==> src/rtl/timer_ctrl.sv <==
// ----------------------------------------------------------------------------
// timer_ctrl
//   PicoBlaze-side controller for one timer instance. Decodes the processor
//   port bus into CTRL / LOAD_L / LOAD_H / STATUS registers, drives the
//   timer's configuration inputs, sequences the timer IDLE -> ARMED -> RUN,
//   and latches timer rolloffs into a pending flag that drives the processor
//   interrupt / acknowledge handshake.
//
//   Register map (offsets from BASE_ADDR):
//     +0 CTRL   RW  [0] en, [1] go (write-only, reads 0), [2] auto_load,
//                   [5:3] prescaler, [6] int_en, [7] reserved (reads 0)
//     +1 LOAD_L W   low byte staged into a shadow register
//     +2 LOAD_H W   timer_conf <= {out_port, shadow}
//     +3 STATUS RW  [0] pending, [1] running, [2] overrun; W1C on [0],[2]
//
//   Handshakes:
//     tmr_go is a level held while ARMED; the timer answers with a
//     one-cycle go_clear, which moves the FSM to RUN and drops tmr_go on the
//     same edge. interrupt is held until a one-cycle interrupt_ack clears
//     pending; it falls on the cycle after pending falls.
//
// Ports:
//   clk_in          in   system clock
//   rst             in   synchronous active-high reset
//   port_id[7:0]    in   PicoBlaze port address
//   write_strobe    in   one-cycle write qualifier
//   out_port[7:0]   in   write data
//   in_port[7:0]    out  registered read data (1-cycle latency)
//   interrupt       out  interrupt request to PicoBlaze
//   interrupt_ack   in   one-cycle acknowledge from PicoBlaze
//   prescaler_conf  out  timer prescaler select
//   timer_conf      out  timer reload value
//   tmr_en          out  timer enable
//   tmr_go          out  timer start request (held while ARMED)
//   tmr_auto_load   out  timer auto-reload enable
//   tmr_int         in   timer rolloff pulse
//   go_clear        in   timer accepted go
//   state_dbg[1:0]  out  FSM state (0 IDLE, 1 ARMED, 2 RUN)
// ----------------------------------------------------------------------------
module timer_ctrl #(
    parameter logic [7:0] BASE_ADDR = 8'h10
) (
    input  logic        clk_in,
    input  logic        rst,
    input  logic [7:0]  port_id,
    input  logic        write_strobe,
    input  logic [7:0]  out_port,
    output logic [7:0]  in_port,
    output logic        interrupt,
    input  logic        interrupt_ack,
    output logic [2:0]  prescaler_conf,
    output logic [15:0] timer_conf,
    output logic        tmr_en,
    output logic        tmr_go,
    output logic        tmr_auto_load,
    input  logic        tmr_int,
    input  logic        go_clear,
    output logic [1:0]  state_dbg
);

    localparam logic [7:0] ADDR_CTRL   = BASE_ADDR;
    localparam logic [7:0] ADDR_LOAD_L = BASE_ADDR + 8'd1;
    localparam logic [7:0] ADDR_LOAD_H = BASE_ADDR + 8'd2;
    localparam logic [7:0] ADDR_STATUS = BASE_ADDR + 8'd3;

    typedef enum logic [1:0] {
        IDLE  = 2'd0,
        ARMED = 2'd1,
        RUN   = 2'd2
    } state_t;

    state_t      state, state_next;
    logic        en_q, auto_load_q, int_en_q;
    logic [2:0]  prescaler_q;
    logic [7:0]  shadow_q;
    logic        pending_q, overrun_q;

    logic        wr_ctrl, wr_load_l, wr_load_h, wr_status;
    logic        en_clear;
    logic        int_set, int_clr;
    logic [7:0]  rd_data;

    assign wr_ctrl   = write_strobe && (port_id == ADDR_CTRL);
    assign wr_load_l = write_strobe && (port_id == ADDR_LOAD_L);
    assign wr_load_h = write_strobe && (port_id == ADDR_LOAD_H);
    assign wr_status = write_strobe && (port_id == ADDR_STATUS);

    // Clearing en is recognised at the write itself so the FSM leaves
    // ARMED/RUN on the same edge the en bit drops.
    assign en_clear = wr_ctrl && !out_port[0];

    // Rolloff pulses seen while IDLE are stale and dropped.
    assign int_set = tmr_int && (state != IDLE);
    assign int_clr = interrupt_ack || (wr_status && out_port[0]);

    // Next-state logic
    always_comb begin
        state_next = state;
        case (state)
            IDLE: begin
                if (wr_ctrl && out_port[1] && out_port[0])
                    state_next = ARMED;
            end
            ARMED: begin
                if (en_clear)
                    state_next = IDLE;
                else if (go_clear)
                    state_next = RUN;
            end
            RUN: begin
                if (en_clear)
                    state_next = IDLE;
                else if (tmr_int && !auto_load_q)
                    state_next = IDLE;
            end
            default: state_next = IDLE;
        endcase
    end

    always_ff @(posedge clk_in) begin
        if (rst)
            state <= IDLE;
        else
            state <= state_next;
    end

    // Configuration registers
    always_ff @(posedge clk_in) begin
        if (rst) begin
            en_q        <= 1'b0;
            auto_load_q <= 1'b0;
            prescaler_q <= 3'd0;
            int_en_q    <= 1'b0;
            shadow_q    <= 8'h00;
            timer_conf  <= 16'h0000;
        end else begin
            if (wr_ctrl) begin
                en_q        <= out_port[0];
                auto_load_q <= out_port[2];
                prescaler_q <= out_port[5:3];
                int_en_q    <= out_port[6];
            end
            if (wr_load_l)
                shadow_q <= out_port;
            if (wr_load_h)
                timer_conf <= {out_port, shadow_q};
        end
    end

    // Pending / overrun: a set in the same cycle as a clear wins and is not
    // counted as an overrun.
    always_ff @(posedge clk_in) begin
        if (rst) begin
            pending_q <= 1'b0;
            overrun_q <= 1'b0;
            interrupt <= 1'b0;
        end else begin
            if (int_set)
                pending_q <= 1'b1;
            else if (int_clr)
                pending_q <= 1'b0;

            if (int_set && pending_q && !int_clr)
                overrun_q <= 1'b1;
            else if (wr_status && out_port[2])
                overrun_q <= 1'b0;

            interrupt <= pending_q && int_en_q;
        end
    end

    // Read mux, registered into in_port; reads have no side effects.
    always_comb begin
        rd_data = 8'h00;
        case (port_id)
            ADDR_CTRL:   rd_data = {1'b0, int_en_q, prescaler_q, auto_load_q, 1'b0, en_q};
            ADDR_STATUS: rd_data = {5'b0, overrun_q, (state != IDLE), pending_q};
            default:     rd_data = 8'h00;
        endcase
    end

    always_ff @(posedge clk_in) begin
        if (rst)
            in_port <= 8'h00;
        else
            in_port <= rd_data;
    end

    assign tmr_en         = en_q;
    assign tmr_auto_load  = auto_load_q;
    assign prescaler_conf = prescaler_q;
    assign tmr_go         = (state == ARMED);
    assign state_dbg      = state;

endmodule

==> config.mk <==
export PLATFORM = sky130hd
export DESIGN_NAME = timer_ctrl
export DESIGN_NICKNAME = d
export VERILOG_FILES = /design/src/rtl/timer_ctrl.sv
export SDC_FILE = /design/constraint.sdc
export NUM_CORES = 1
export LEC_CHECK = 0
export BUFFER_PORTS_ARGS = -buffer_cell sky130_fd_sc_hd__buf_2
export CAP_MARGIN = 20
export CORE_UTILIZATION = 35
export DETAILED_ROUTE_END_ITERATION = 8
export HOLD_SLACK_MARGIN = 0.03
export PLACE_DENSITY = 0.65
export SLEW_MARGIN = 15
export SYNTH_ARGS = -nofsm -noshare
export SYNTH_HDL_FRONTEND = slang
export SYNTH_SLANG_ARGS = --single-unit
==> constraint.sdc <==
create_clock -name clk_in -period 2.29 [get_ports clk_in]
set_clock_uncertainty 0.1 [all_clocks]
set_input_delay 0.5725 -clock clk_in [delete_from_list [all_inputs] [get_ports clk_in]]
set_output_delay 0.5725 -clock clk_in [all_outputs]
set_load 0.01 [all_outputs]
==> results.txt, run 1 <==
post-synthesis compound-gate area fraction: 3.535%
Pleak: 1.129 nW
status: finished, final reports clean
Die Ht: 69.46 um
htree depth: 2
ratio of cells with drive above 1 in the final layout: 32.23%
maximum fanout along the worst path: 8
Fin Hold WS: 0.3733 ns
Post-Synth Simple-Gate Area: 22.47%
Routed WL: 3.278 mm
utilization after layout: 46.24%
CTS max path bufs: 2
minimum clock period: 1.836 ns
routed wire length per instance: 12.46 um
Detail Placement HPWL: 2.344 mm
I/O pin count: 55
Reg clk slew, reported paths: 0.08 ns
synth unique cells: 25
antenna violations before repair: 0
DRC: 0
root buf cell: clkbuf_8
mux cell area share after synthesis: 18.85%
post-synthesis sequential area ratio: 52.79%
xor/xnor share of the synthesized area: 0%
cell count after synthesis: 154
vias in the first global route: 1057
post-synthesis adder-cell area fraction: 0%
worst r2r src: state_dbg[0]
PwrDens: 677.9 nW/um^2
Mean Syn Cell Area: 10.34 um^2
largest net degree at the start of global routing: 26
final weighted congestion of routability-driven global placement: 0.6829
Core Area: 4354 um^2
Rows: 24
GRT overflow: 0
post-placement cell count: 255
Fmax: 544.6 MHz
drt first pass iters: 4
combinational fraction of design power: 4.4%
total track usage: 13.96%
clock share of power: 42.1%
largest family of logic cells by synthesized area: simple AND/OR/NAND/NOR gates
Die Wd: 69.46 um
CTS Hold Buffers Added: 0
Die ar.: 4825 um^2
vias: 1256
period utilization: 80.18%
CTS tree: yes
nets@finish: 232
clock sink count: 42
Worst Setup Start Kind: primary input
initial core utilization: 36.58%
PortBufs: 53
Syn Nets: 176
NetSw: 291.6 uW
maxcap violations: 0
clock latency at the later pin of the worst-skew pair: 0.29 ns
Setup CP Type: primary input to flop
Worst IR Drop VDD: 0.3423 mV
vias per inst: 4.776
yosys synthesis warning count: 0
ANT nets after route: 0
Setup violations, final: 0
Fin Setup TNS: 0 ns
commonest non-fill, non-tap cell in the layout: buf_2
ANT cells: 0
Final Max Tran Viols: 0
Req. time, crit path: 2.37 ns
CP Capture Type: flop
CP arrival: 1.92 ns
synthesized cell area: 1593 um^2
Async SR Flop Fraction: 0%
Layout area overhead: 26.39%
global-route wire length before repair: 5.278 mm
Yosys reg bits: 42
final hold vios: 0
cts bufs inserted: 5
Critical Path Start: port_id[7]
internal power: 1.073 mW
most frequent cells in the layout: buf_2, dfxtp_1, nor2_1
setup bufs post-CTS: 0
HP Class: flop to flop
Reg power frac: 53.5%
unrepaired setup endpoints after global routing: false
Sw Share: 21.37%
PostCTS Resize Cnt: 0
fin cells: 263
number of synthesized flops with an enable pin: 0
Hold Path Origin: overrun_q
Top FF cell, synth: dfxtp_1
Starting DRT DRC Count: 70
==> through the flow <==
stage          power [mW]  setup WS [ns]  instance area [um^2]
2_1_floorplan      0.7716         0.4356                  1593
3_3_place_gp       0.8082         0.1342                  1904
3_5_place_dp       0.8080         0.1199                  1904
4_1_cts             1.380         0.4345                  2013
5_1_grt             1.424         0.2997                  2013
6_report            1.365         0.4538                  2013
==> logic make-up after synthesis <==
group,count (synthesis)
multiplexers,30
AND/OR/NAND/NOR,65
AO/OA/AOI/OAI,10
buffers and inverters,6
other,1
flip-flops,42
==> power groups by stage <==
stage	Sequential, mW	Clock, mW	Combinational [mW]
floorplan	0.748	0	0.0240
global placement	0.748	0	0.0606
detailed placement	0.748	0	0.0605
CTS	0.730	0.589	0.0607
global route	0.731	0.628	0.0661
finish	0.730	0.574	0.0604
==> cell type report <==
type	count	area (um^2)
multi-input combinational	106	718.2
clock buffer	5	68.82
sequential	42	840.8
fill	436	2341
clock inverter	3	40.04
timing repair buffer	55	280.3
tap	52	65.06
==> routing by layer <==
layer  vias to the layer above  GRT usage (%)  share of wire [%]
li1                        638              -                  -
met1                       565          20.81                 49
met2                        51          17.69                 41
met3                         2          4.942                8.8
met4                         0          6.122               0.85
met5                         -              0                  0
==> Yosys cell counts, drive strengths merged (2+ instances only) <==
cell / count / area (um^2)
buf: 2 / 18.77
dfxtp: 42 / 840.8
clkbuf: 4 / 15.01
o21ai: 5 / 25.02
nor3b: 2 / 15.01
nand4: 3 / 46.29
nor4: 2 / 27.53
nor2b: 6 / 37.54
mux2i: 30 / 300.3
nand2: 3 / 11.26
and3: 5 / 32.53
a21oi: 3 / 15.01
nor2: 34 / 127.6
nand3: 6 / 30.03
==> critical path: stages <==
cell and delay [ns]:
buf_2 0.11, nor4_4 0.47, nand4_2 0.44, mux2i_1 0.27
nor2_1 0.05
==> worst paths after layout <==
check / slack, ns / cells past startpoint / end
worst min register to register: 0.37 / 2 / in_port[2]
worst max-delay path: 0.45 / 5 / shadow_q[0]
worst min-delay path: 0.37 / 2 / in_port[2]
worst max register to register: 1.15 / 3 / state_dbg[1]
==> registers in the layout (all words and copies together), names as in the netlist <==
register,cells
prescaler_conf,3
overrun_q,1
tmr_en,1
tmr_auto_load,1
pending_q,1
shadow_q,8
timer_conf,16
in_port,7
int_en_q,1
interrupt,1
state_dbg,2
Note: power is estimated with default switching activity, not from simulation.
==> run 2: changes to the inputs <==
clock period = 1.78 ns   (was 2.29 ns; I/O delays follow)
==> results.txt, run 2 (synthesized netlist as in run 1, its figures left out) <==
status: finished, final reports clean
Pleak: 1.156 nW
unrepaired setup endpoints after global routing: false
Reg clk slew, reported paths: 0.07 ns
period utilization: 88.43%
Tot Pwr: 1.638 mW
root buf cell: clkbuf_8
pre-CTS setup slack: -0.03236 ns
vias in the first global route: 1196
maxcap violations: 0
most frequent cells in the layout: buf_2, dfxtp_1, nor2_1
Setup CP Type: flop to output port
DRC: 0
nets@finish: 237
Routed WL: 3.392 mm
Final Max Tran Viols: 0
combinational fraction of design power: 5.1%
min setup slack post-route: 0.2059 ns
maximum fanout along the worst path: 6
antenna violations before repair: 0
largest net degree at the start of global routing: 20
Fin Setup TNS: 0 ns
Rows: 24
Layout area overhead: 29.22%
PortBufs: 53
clock share of power: 37.5%
cts bufs inserted: 5
PwrDens: 795.6 nW/um^2
HP Class: primary input to flop
CTS max path bufs: 2
utilization after layout: 47.27%
fin cells: 268
Sw Share: 21.54%
setup bufs post-CTS: 0
ratio of cells with drive above 1 in the final layout: 33.33%
Setup violations, final: 0
GRT overflow: 0
htree depth: 2
internal power: 1.285 mW
global-route wire length before repair: 5.609 mm
Starting DRT DRC Count: 57
clock latency at the later pin of the worst-skew pair: 0.29 ns
biggest regs: timer_conf: 16 flops, shadow_q: 8 flops, in_port: 7 flops
CP arrival: 1.03 ns
final hold vios: 0
routed wire length per instance: 12.66 um
clock sink count: 42
drt first pass iters: 4
Die ar.: 4825 um^2
Worst Setup Start Kind: flop
post-placement cell count: 260
Worst IR Drop VDD: 0.4536 mV
minimum clock period: 1.574 ns
vias per inst: 4.836
CP Capture Type: output port
Fmax: 635.3 MHz
ANT nets after route: 0
ANT cells: 0
Core Area: 4354 um^2
Req. time, crit path: 1.23 ns
Die Ht: 69.46 um
I/O pin count: 55
initial core utilization: 36.58%
CTS Hold Buffers Added: 0
Detail Placement HPWL: 2.435 mm
vias: 1296
final weighted congestion of routability-driven global placement: 0.7551
commonest non-fill, non-tap cell in the layout: buf_2
largest reg by FF count: timer_conf
Die Wd: 69.46 um
max reg flops: 16
NetSw: 352.7 uW
PostCTS Resize Cnt: 0
CTS tree: yes
Reg power frac: 57.4%
total track usage: 14.74%
-- run 2: critical path, cell delays in order, from the launching register on --
cell	delay (ns)
dfxtp_1	0.41
nor2b_1	0.18
buf_2	0.15
-- run 2: metal layers --
| metal | vias to the layer above | wire length (um) | global-route usage (%) |
|---|---|---|---|
| met5 | - | 0 | 0 |
| met4 | 0 | 23 | 6.122 |
| met3 | 3 | 257 | 4.506 |
| met2 | 49 | 1498 | 22.11 |
| met1 | 596 | 1613 | 19.65 |
| li1 | 648 | - | - |
-- run 2: worst paths after layout --
path | startpoint | endpoint | slack [ns] | cells past startpoint
worst max-delay path | state_dbg[0] | tmr_go | 0.21 | 2
worst max register to register | state_dbg[0] | state_dbg[0] | 0.63 | 3
worst min-delay path | out_port[7] | shadow_q[7] | 0.31 | 3
worst min register to register | overrun_q | in_port[2] | 0.38 | 2
-- run 2: metrics by stage --
step,hold WS [ns],instance area [um^2]
5_1_grt,0.3156,2058
3_5_place_dp,0.3652,1967
2_1_floorplan,0.3390,1593
4_1_cts,0.3075,2058
6_report,0.3094,2058
3_3_place_gp,0.3559,1967
-- run 2: cell type report --
cell class                 count  area, um^2
clock buffer                   7       86.33
tap                           52       65.06
timing repair buffer          60       342.8
clock inverter                 1       5.005
multi-input combinational    106       718.2
sequential                    42       840.8
fill                         430        2296
-- run 2: power by group through the flow --
stage               sequential (mW)  clock, mW  combinational, mW
detailed placement            0.962          0             0.0832
global route                  0.940      0.678             0.0916
global placement              0.962          0             0.0827
CTS                           0.940      0.638             0.0841
finish                        0.940      0.614             0.0840
floorplan                     0.962          0             0.0308
